### src/rtl/coord_cmd_packetizer.sv
// coord_cmd_packetizer: turns one binary (x,y) command into the ASCII
// frame "X<dddd>Y<dddd>\n" and streams it out one byte at a time.
// Ports: clk, reset (sync, active-high);
//        cmd_x/cmd_y/cmd_valid/cmd_ready : command input handshake;
//        byte_data/byte_valid/byte_ready : byte stream to the UART TX;
//        frame_done : one-cycle pulse when the final '\n' is accepted.
module coord_cmd_packetizer #(
  parameter int COORD_W = 11
) (
  input  logic               clk,
  input  logic               reset,
  input  logic [COORD_W-1:0] cmd_x,
  input  logic [COORD_W-1:0] cmd_y,
  input  logic               cmd_valid,
  output logic               cmd_ready,
  output logic [7:0]         byte_data,
  output logic               byte_valid,
  input  logic               byte_ready,
  output logic               frame_done
);

  localparam int CW = $clog2(COORD_W + 1);

  typedef enum logic [1:0] {
    S_IDLE,
    S_CONV,
    S_SEND
  } state_t;

  state_t             state_q, state_d;
  logic [COORD_W-1:0] x_q, x_d;
  logic [COORD_W-1:0] y_q, y_d;
  logic [15:0]        bx_q, bx_d;
  logic [15:0]        by_q, by_d;
  logic [CW-1:0]      cnt_q, cnt_d;
  logic [3:0]         idx_q, idx_d;

  // Double-dabble correction: nibbles >= 5 get +3 before the shift.
  function automatic logic [15:0] dabble(input logic [15:0] b);
    logic [15:0] r;
    r = b;
    for (int i = 0; i < 4; i++) begin
      if (b[i*4 +: 4] >= 4'd5) begin
        r[i*4 +: 4] = b[i*4 +: 4] + 4'd3;
      end
    end
    return r;
  endfunction

  function automatic logic [7:0] dig(input logic [3:0] n);
    return {4'h3, n};
  endfunction

  always_comb begin
    state_d    = state_q;
    x_d        = x_q;
    y_d        = y_q;
    bx_d       = bx_q;
    by_d       = by_q;
    cnt_d      = cnt_q;
    idx_d      = idx_q;
    cmd_ready  = 1'b0;
    byte_valid = 1'b0;
    byte_data  = 8'h00;
    frame_done = 1'b0;

    unique case (state_q)
      S_IDLE: begin
        cmd_ready = 1'b1;
        if (cmd_valid) begin
          x_d     = cmd_x;
          y_d     = cmd_y;
          bx_d    = '0;
          by_d    = '0;
          cnt_d   = '0;
          state_d = S_CONV;
        end
      end
      S_CONV: begin
        bx_d  = (dabble(bx_q) << 1) | 16'(x_q[COORD_W-1]);
        by_d  = (dabble(by_q) << 1) | 16'(y_q[COORD_W-1]);
        x_d   = x_q << 1;
        y_d   = y_q << 1;
        cnt_d = cnt_q + CW'(1);
        if (cnt_q == CW'(COORD_W - 1)) begin
          idx_d   = '0;
          state_d = S_SEND;
        end
      end
      S_SEND: begin
        byte_valid = 1'b1;
        case (idx_q)
          4'd0:    byte_data = 8'h58;
          4'd1:    byte_data = dig(bx_q[15:12]);
          4'd2:    byte_data = dig(bx_q[11:8]);
          4'd3:    byte_data = dig(bx_q[7:4]);
          4'd4:    byte_data = dig(bx_q[3:0]);
          4'd5:    byte_data = 8'h59;
          4'd6:    byte_data = dig(by_q[15:12]);
          4'd7:    byte_data = dig(by_q[11:8]);
          4'd8:    byte_data = dig(by_q[7:4]);
          4'd9:    byte_data = dig(by_q[3:0]);
          4'd10:   byte_data = 8'h0A;
          default: byte_data = 8'h00;
        endcase
        if (byte_ready) begin
          if (idx_q == 4'd10) begin
            frame_done = 1'b1;
            state_d    = S_IDLE;
          end else begin
            idx_d = idx_q + 4'd1;
          end
        end
      end
      default: state_d = S_IDLE;
    endcase

    // No handshake of either side may complete while reset is held.
    if (reset) begin
      cmd_ready  = 1'b0;
      byte_valid = 1'b0;
      byte_data  = 8'h00;
      frame_done = 1'b0;
    end
  end

  always_ff @(posedge clk) begin
    if (reset) begin
      state_q <= S_IDLE;
      x_q     <= '0;
      y_q     <= '0;
      bx_q    <= '0;
      by_q    <= '0;
      cnt_q   <= '0;
      idx_q   <= '0;
    end else begin
      state_q <= state_d;
      x_q     <= x_d;
      y_q     <= y_d;
      bx_q    <= bx_d;
      by_q    <= by_d;
      cnt_q   <= cnt_d;
      idx_q   <= idx_d;
    end
  end

endmodule

### config.mk
export PLATFORM = sky130hd
export DESIGN_NAME = coord_cmd_packetizer
export DESIGN_NICKNAME = d
export VERILOG_FILES = /design/src/rtl/coord_cmd_packetizer.sv
export SDC_FILE = /design/constraint.sdc
export NUM_CORES = 1
export LEC_CHECK = 0
export BUFFER_PORTS_ARGS = -buffer_cell sky130_fd_sc_hd__buf_4
export CORE_UTILIZATION = 40
export CTS_CLUSTER_SIZE = 40
export DETAILED_ROUTE_END_ITERATION = 8
export SKIP_CTS_REPAIR_TIMING = 1
export SLEW_MARGIN = 20
export SYNTH_ARGS = -nofsm -noshare
export SYNTH_HDL_FRONTEND = slang
export SYNTH_SLANG_ARGS = --single-unit
export TNS_END_PERCENT = 5
### constraint.sdc
create_clock -name clk -period 1.6 [get_ports clk]
set_input_delay 0.16 -clock clk [delete_from_list [all_inputs] [get_ports clk]]
set_output_delay 0.16 -clock clk [all_outputs]
set_load 0.03 [all_outputs]
Word level (Yosys, flattened, before mapping)
Cells that the tools add are included.
Word-level totals
  register bits after elaboration: 64
  word-level logic and storage cells: 97
Cells by class
  $lt $le $gt $ge: 8
  add/sub/neg operators: 10
  equality and inequality tests: 18
  bitwise logic cells: 2
  mux-type cells: 45
  reductions and logical operators: 7
Operators with widths (number)
  one-hot mux 7 bit (11 select lines): 1
  2-to-1 mux 4 bit: 16
  one-hot mux 16 bit (2 select lines): 2
  one-hot mux 11 bit (2 select lines): 2
  >= comparator 4 x 3 -> 1 bit (second input constant): 8
  bitwise OR 16 x 1 -> 16 bit: 2
  adder 4 x 2 -> 4 bit (second input constant): 6
  2-to-1 mux 11 bit: 2
  == test 4 x 3 -> 1 bit (second input constant): 4
  == test 4 bit (second input constant): 4
  2-to-1 mux 16 bit: 1
  2-to-1 mux 8 bit: 2
  one-hot mux 4 bit (2 select lines): 2
  2-to-1 mux 3 bit: 4
  inequality test 2 bit (second input constant): 5
  adder 4 x 1 -> 4 bit (second input constant): 2
  == test 4 x 2 -> 1 bit (second input constant): 2
  2-to-1 mux 1 bit: 8
  2-to-1 mux 2 bit: 4
  AND reduction 4 bit: 2
  adder 3 x 2 -> 3 bit (second input constant): 2
  one-hot mux 2 bit (3 select lines): 1
  == test 4 x 1 -> 1 bit (second input constant): 1
  logical NOT 4 bit: 1
  5 further kinds: 6

Logic depth before layout (Yosys ltp)
Gate-level depths: netlist of run 1.
  depth after elaboration: 5
  mapped depth: 7
  depth with buffers taken out: 6

Least setup slack after synthesis of run 1
No wires, ideal clock.
  path type: flip-flop to output port
  from: register idx_q[0]
  to: output byte_data[1]
  stages on the path, launching flop included: 8
  setup slack: -0.565 ns
  arrival: 2.005 ns
  cells stage by stage: dfxtp_1 inv_1 ha_1 buf_4 nor2_1 a221oi_2 a2111oi_4 a211oi_1
On the way
  word-level cells in the longest chain between the ends: 4
  elaborated cells between the ends (all ways): 14
Ends and longest elaborated chain
  start, declared: RTL line 36  | logic [3:0] idx_q, idx_d;
  start signal, assigned: RTL line 143  | idx_q <= idx_d;
  == test 4 bit (tied with other cells): RTL line 92  | case (idx_q)
  one-hot mux 7 bit (11 select lines) (*): RTL line 92
  2-to-1 mux 8 bit (*): RTL line 67  | unique case (state_q)
  2-to-1 mux 8 bit (*): RTL line 119  | if (reset) begin
  end, declared: RTL line 16  | output logic [7:0] byte_data,
Every way passes the cells marked *; elsewhere a longest branch is shown, timed or not.

Final worst setup path of run 1
  from: register idx_q[1]
  to: output byte_data[1]
Same word-level chain as after synthesis.

==> flow_summary.yaml, run 1 <==
status:
  status: "finished, violations left"
  failed_checks: "setup timing"
cts:
  cts_tree: "built"
  cts_sinks: 64
  cts_buffers: 9
  htreeDepth: 3
  path_clk_slew_ps: 80
  clockBufferDepth: 2
  cts_root_buf: "clkbuf_8"
  worstSkewPairLatency_ps: 350
yosys:
  netlist_area_um2: 3831
  synth-edff-count: 0
  ys_seq_area_frac: 0.3344
  synth_top_cell_by_area: "dfxtp_1"
  async_reset_ff_frac: 0
  synth_cell_types: 47
  synth_seq_cells: 64
  synthCells: 450
  yosys-top-cells-area: "dfxtp_1 (33%), ha_1 (7.8%), a21oi_1 (7.1%), o221a_2 (5.9%), nor2_1 (4.1%)"
  synthFlopType: "dfxtp_1"
  syn_nets: 500
  synth_warnings: 0
  synth_top_cell_area_share: 0.3344
  syn_area_per_cell_um2: 8.514
critical_path:
  arrival_ps: 2010
  worstRegToRegCells: 7
  r2r-start: "idx_q[0]$_SDFFE_PP0P_"
  critPathKind: "reg2out"
  r2r-end: "idx_q[2]$_SDFFE_PP0P_"
  endpoint_kind: "output port"
  crit_path_max_fanout: 4
  ff2ff_setup_slack_ps: 30
  required_ps: 1440
  critPathLaunchType: "register"
timing:
  hold_viol_final: 0
  setup-tns-final_ps: -3405
  period_needed_ps: 2168
  clock.fmax_ghz: 0.4613
  rsz0062_at_grt: "yes"
  worst_slack_ps: -567.8
  finalSetupViolations: 8
  final_max_slew_viol_count: 0
  timing.final.crit_share: 1.355
  finalClockSkew_ps: 16.22
finish:
  nets: 549
  drive_gt1_frac: 0.3056
  final_common_cell: "buf_4"
  fin_util: 0.5263
  diodes: 0
  design_area_um2: 4863
  final_cell_mix: "buf_4 (62), dfxtp_1 (59), a21oi_1 (44)"
  syn_to_final_growth_pct: 26.94
floorplanning:
  core_area_um2: 9240
  die_h_um: 99.87
  dieArea_um2: 9973
  initial_core_util: 0.4146
  pin_count: 37
  die_w_um: 99.87
  fp-row-count: 35
detailed_routing:
  post_drt_via_cell_ratio: 5.447
  drcViolationCount: 0
  wl_um: 9658
  drt-initial-drc-count: 125
  ant_nets: 0
  drt_pass1_iterations: 4
  drt-wirelength-per-cell_um: 15.26
  num_vias: 3448
min_path:
  min_delay_path_depth: 2
  hold_class: "in2reg"
  hold_end: "bx_q[3]$_SDFFE_PP0P_"
  hp-start: "reset"
grt:
  antenna_found_initial: 0
  grt_max_degree: 44
  overflow: 0
  grt_pass1_vias: 3282
  grt_use_total: 0.1987
  grt_pass1_wl_um: 15810
pwr:
  internal_power_uw: 2862
  seqPwrFrac: 0.442
  comb_power_share: 0.094
  finalPower_uw: 3797
  p_sw_frac: 0.2463
  power_density_nw_per_um2: 780.8
  p_leak_uw: 0.001936
  power.switching_uw: 935.5
  p_clk_frac: 0.464
  peakVddDrop_mv: 0.4763
place:
  gp_congestion: 0.8927
  port_buffers: 35
  dpl_cell_area_um2: 4438
  hpwl_um: 6483
job:
  cap_violations: 0
==> registers in the layout (all words and copies together), names as in the netlist <==
| signal | count |
|---|---|
| bx_q | 16 |
| by_q | 16 |
| x_q | 11 |
| y_q | 11 |
| cnt_q | 4 |
| idx_q | 4 |
| state_q | 2 |
==> critical path, stage by stage, from the launching register on <==
cell and delay (ps):
dfxtp_4 370, inv_4 70, buf_4 100, ha_2 170, nor2_2 50, a221oi_4 370
a2111oi_4 60, buf_6 150, a211oi_4 160, buf_6 160
==> synthesized netlist by cell type, types with 3 or more instances <==
cell,number
a211oi_1,4
a21oi_1,54
a22o_1,17
a22oi_1,10
buf_2,13
buf_4,6
clkbuf_1,11
dfxtp_1,64
ha_1,24
inv_1,25
mux2_2,3
mux2i_1,11
nand2_1,17
nand2b_1,12
nand3_1,12
nor2_1,42
nor2b_1,24
nor3_1,12
nor3b_1,3
o21ai_0,15
o221a_2,20
or3_1,6
xnor2_1,8
xor2_1,6
==> how the worst max path moves through the flow <==
stage / startpoint / to / slack, ps / depth (start not counted)
6_report: idx_q[1]$_SDFFE_PP0P_ / byte_data[1] / -570 / 9
5_1_grt: idx_q[1]$_SDFFE_PP0P_ / byte_data[1] / -650 / 9
4_1_cts: idx_q[1]$_SDFFE_PP0P_ / byte_data[1] / -680 / 8
3_5_place_dp: idx_q[1]$_SDFFE_PP0P_ / byte_data[1] / -300 / 8
3_3_place_gp: idx_q[0]$_SDFFE_PP0P_ / byte_data[2] / -250 / 8
2_1_floorplan: idx_q[0]$_SDFFE_PP0P_ / byte_data[0] / -160 / 7
==> cell families after synthesis <==
group / after synthesis / share of synthesized area
XOR/XNOR: 14 / 0.03201
other: 1 / 0.0009788
adder cells (fa/ha/maj): 24 / 0.07838
flip-flops: 64 / 0.3344
AND/OR/NAND/NOR: 136 / 0.1793
AO/OA/AOI/OAI: 139 / 0.2685
buffers and inverters: 58 / 0.06891
multiplexers: 14 / 0.03756
==> per-stage QoR <==
stage / cells / hold WS, ps / setup WS (ps)
2_1_floorplan: 450 / 398.0 / -163.1
3_3_place_gp: 617 / 473.2 / -245.8
3_5_place_dp: 617 / 476.4 / -296.2
4_1_cts: 633 / 105.9 / -675.5
5_1_grt: 633 / 137.8 / -652.4
6_report: 633 / 130.2 / -567.8
==> area by class of cell <==
class	instances	area [µm²]
clock buffer	9	123.9
tap	129	161.4
fill	861	4377
inverter	25	98.84
timing repair buffer	71	579.3
clock inverter	7	125.1
sequential	64	1295
multi-input combinational	328	2480
==> power groups by stage <==
stage,Clock (µW),Sequential (µW),Combinational (µW)
after floorplan,0,1710,239
after global placement,0,1720,346
after detailed placement,0,1720,350
after CTS,1800,1680,352
after global routing,1850,1690,393
final,1760,1680,357
==> per-layer routing <==
layer	GRT usage	routed length, µm	up-vias
met2	0.3220	4617	63
li1	-	-	1718
met3	0.03412	235	10
met4	0.06109	112	0
met5	0	0	-
met1	0.2695	4693	1657
Power figures use the tool's default switching activity.
==> run 2, diff against run 1 <==
--- a/config.mk
+++ b/config.mk
@@ -7,4 +7,5 @@
 export LEC_CHECK = 0
 export BUFFER_PORTS_ARGS = -buffer_cell sky130_fd_sc_hd__buf_4
+export CAP_MARGIN = 20
 export CORE_UTILIZATION = 40
 export CTS_CLUSTER_SIZE = 40
==> constraint.sdc (replaced) <==
create_clock -name clk -period 1.6 [get_ports clk]
set_input_delay 0.08 -clock clk [delete_from_list [all_inputs] [get_ports clk]]
set_output_delay 0.08 -clock clk [all_outputs]
set_load 0.03 [all_outputs]
==> flow_summary.yaml, run 2 (synthesis gave the netlist of run 1 again) <==
detailed_routing:
  drcViolationCount: 0
  drt-initial-drc-count: 206
  drt_pass1_iterations: 6
  ant_nets: 0
  post_drt_via_cell_ratio: 5.434
  wl_um: 9523
  drt-wirelength-per-cell_um: 14.93
  num_vias: 3467
floorplanning:
  dieArea_um2: 9973
  fp-row-count: 35
  die_w_um: 99.87
  pin_count: 37
  initial_core_util: 0.4146
  core_area_um2: 9240
  die_h_um: 99.87
finish:
  fillers: 884
  final_cell_mix: "buf_4 (68), dfxtp_1 (58), a21oi_1 (47)"
  drive_gt1_frac: 0.2986
  final_cells: 638
  final_common_cell: "buf_4"
  syn_to_final_growth_pct: 25.34
  seq_area_um2: 1296
  multiInputGateArea_um2: 2451
  fin_util: 0.5197
  nets: 554
  diodes: 0
  top_regs: "bx_q x16, by_q x16"
pwr:
  seqPwrFrac: 0.511
  p_sw_frac: 0.2794
  p_clk_frac: 0.382
  p_leak_uw: 0.001919
  internal_power_uw: 2367
  peakVddDrop_mv: 0.3747
  power_density_nw_per_um2: 683.9
  comb_power_share: 0.107
  power.switching_uw: 917.4
grt:
  groute.layer.met2.usage: 0.3072
  grtUsageMet1: 0.2587
  grtUsageMet3: 0.03552
  grt_use_total: 0.1928
  overflow: 0
  busiest_layer: "met2"
  grt_pass1_wl_um: 15500
  grt_max_degree: 45
  antenna_found_initial: 0
  grt_pass1_vias: 3178
timing:
  timing.final.crit_share: 1.325
  clock.fmax_ghz: 0.4718
  final_max_slew_viol_count: 0
  hold_viol_final: 0
  rsz0062_at_grt: "yes"
  period_needed_ps: 2120
  setup-tns-final_ps: -3034
  finalClockSkew_ps: 9.867
  finalSetupViolations: 8
  slew-limit-headroom: 0.6504
  worst_slack_ps: -519.7
  worstMarginPinSlew_ps: 523.2
critical_path:
  crit_path_max_fanout: 4
  required_ps: 1520
  critPathLaunchType: "register"
  arrival_ps: 2040
  worstRegToRegCells: 7
  critPathKind: "reg2out"
  endpoint_kind: "output port"
place:
  gp_congestion: 0.9272
  hpwl_um: 6587
  dpl.cell_count: 618
  dp_slack_ps: -208.5
  port_buffers: 35
cts:
  cts_tree: "built"
  htreeDepth: 3
  clockBufferDepth: 2
  cts_buffers: 9
  path_clk_slew_ps: 80
  cts_root_buf: "clkbuf_8"
  worstSkewPairLatency_ps: 340
  cts_sinks: 64
min_path:
  min_delay_path_depth: 4
  hold_class: "in2reg"
status:
  failed_checks: "setup timing"
  status: "finished, violations left"
job:
  cap_violations: 0
## run 2: through the flow
step | total power [µW] | hold slack, ps | instance area [µm²]
2_1_floorplan | 1947 | 318.0 | 3905
3_3_place_gp | 2060 | 425.4 | 4433
3_5_place_dp | 2066 | 445.5 | 4433
4_1_cts | 3308 | 78.02 | 4606
5_1_grt | 3426 | 90.63 | 4802
6_report | 3284 | 87.14 | 4802
## run 2: power by group through the flow
stage	combinational [µW]	sequential [µW]	clock [µW]
finish	351	1680	1260
global route	387	1690	1350
CTS	349	1680	1280
detailed placement	348	1720	0
global placement	344	1720	0
floorplan	239	1710	0
## run 2: final timing paths
kind                              start                     to  slack, ps
setup / recovery  idx_q[0]$_SDFFE_PP0P_           byte_data[1]       -520
hold / removal                 cmd_y[0]    y_q[0]$_SDFFE_PP0P_         90
setup reg to reg  idx_q[0]$_SDFFE_PP0P_  idx_q[2]$_SDFFE_PP0P_         20
hold reg to reg   by_q[15]$_SDFFE_PP0P_  by_q[15]$_SDFFE_PP0P_        500
## run 2: per-layer routing
metal	vias up	routed length (µm)	part of all wire
met5	-	0	0
met4	0	170	0.018
met2	75	4456	0.47
li1	1721	-	-
met3	14	361	0.038
met1	1657	4535	0.48
## run 2: final cells by class
class	count	area share
Multi-Input combinational cell	328	0.5104
Sequential cell	64	0.2699
Timing Repair Buffer	76	0.1305
Tap cell	129	0.03361
Clock buffer	9	0.02579
Inverter	25	0.01954
Clock inverter	7	0.01016
## run 2: worst max-delay path, cell delays in order (launching register included)
cell and delay (ps):
dfxtp_4 360, buf_12 130, ha_4 170, nor4_4 230, a221oi_2 90, a2111oi_4 340
buf_6 190, a211oi_4 40, buf_6 150
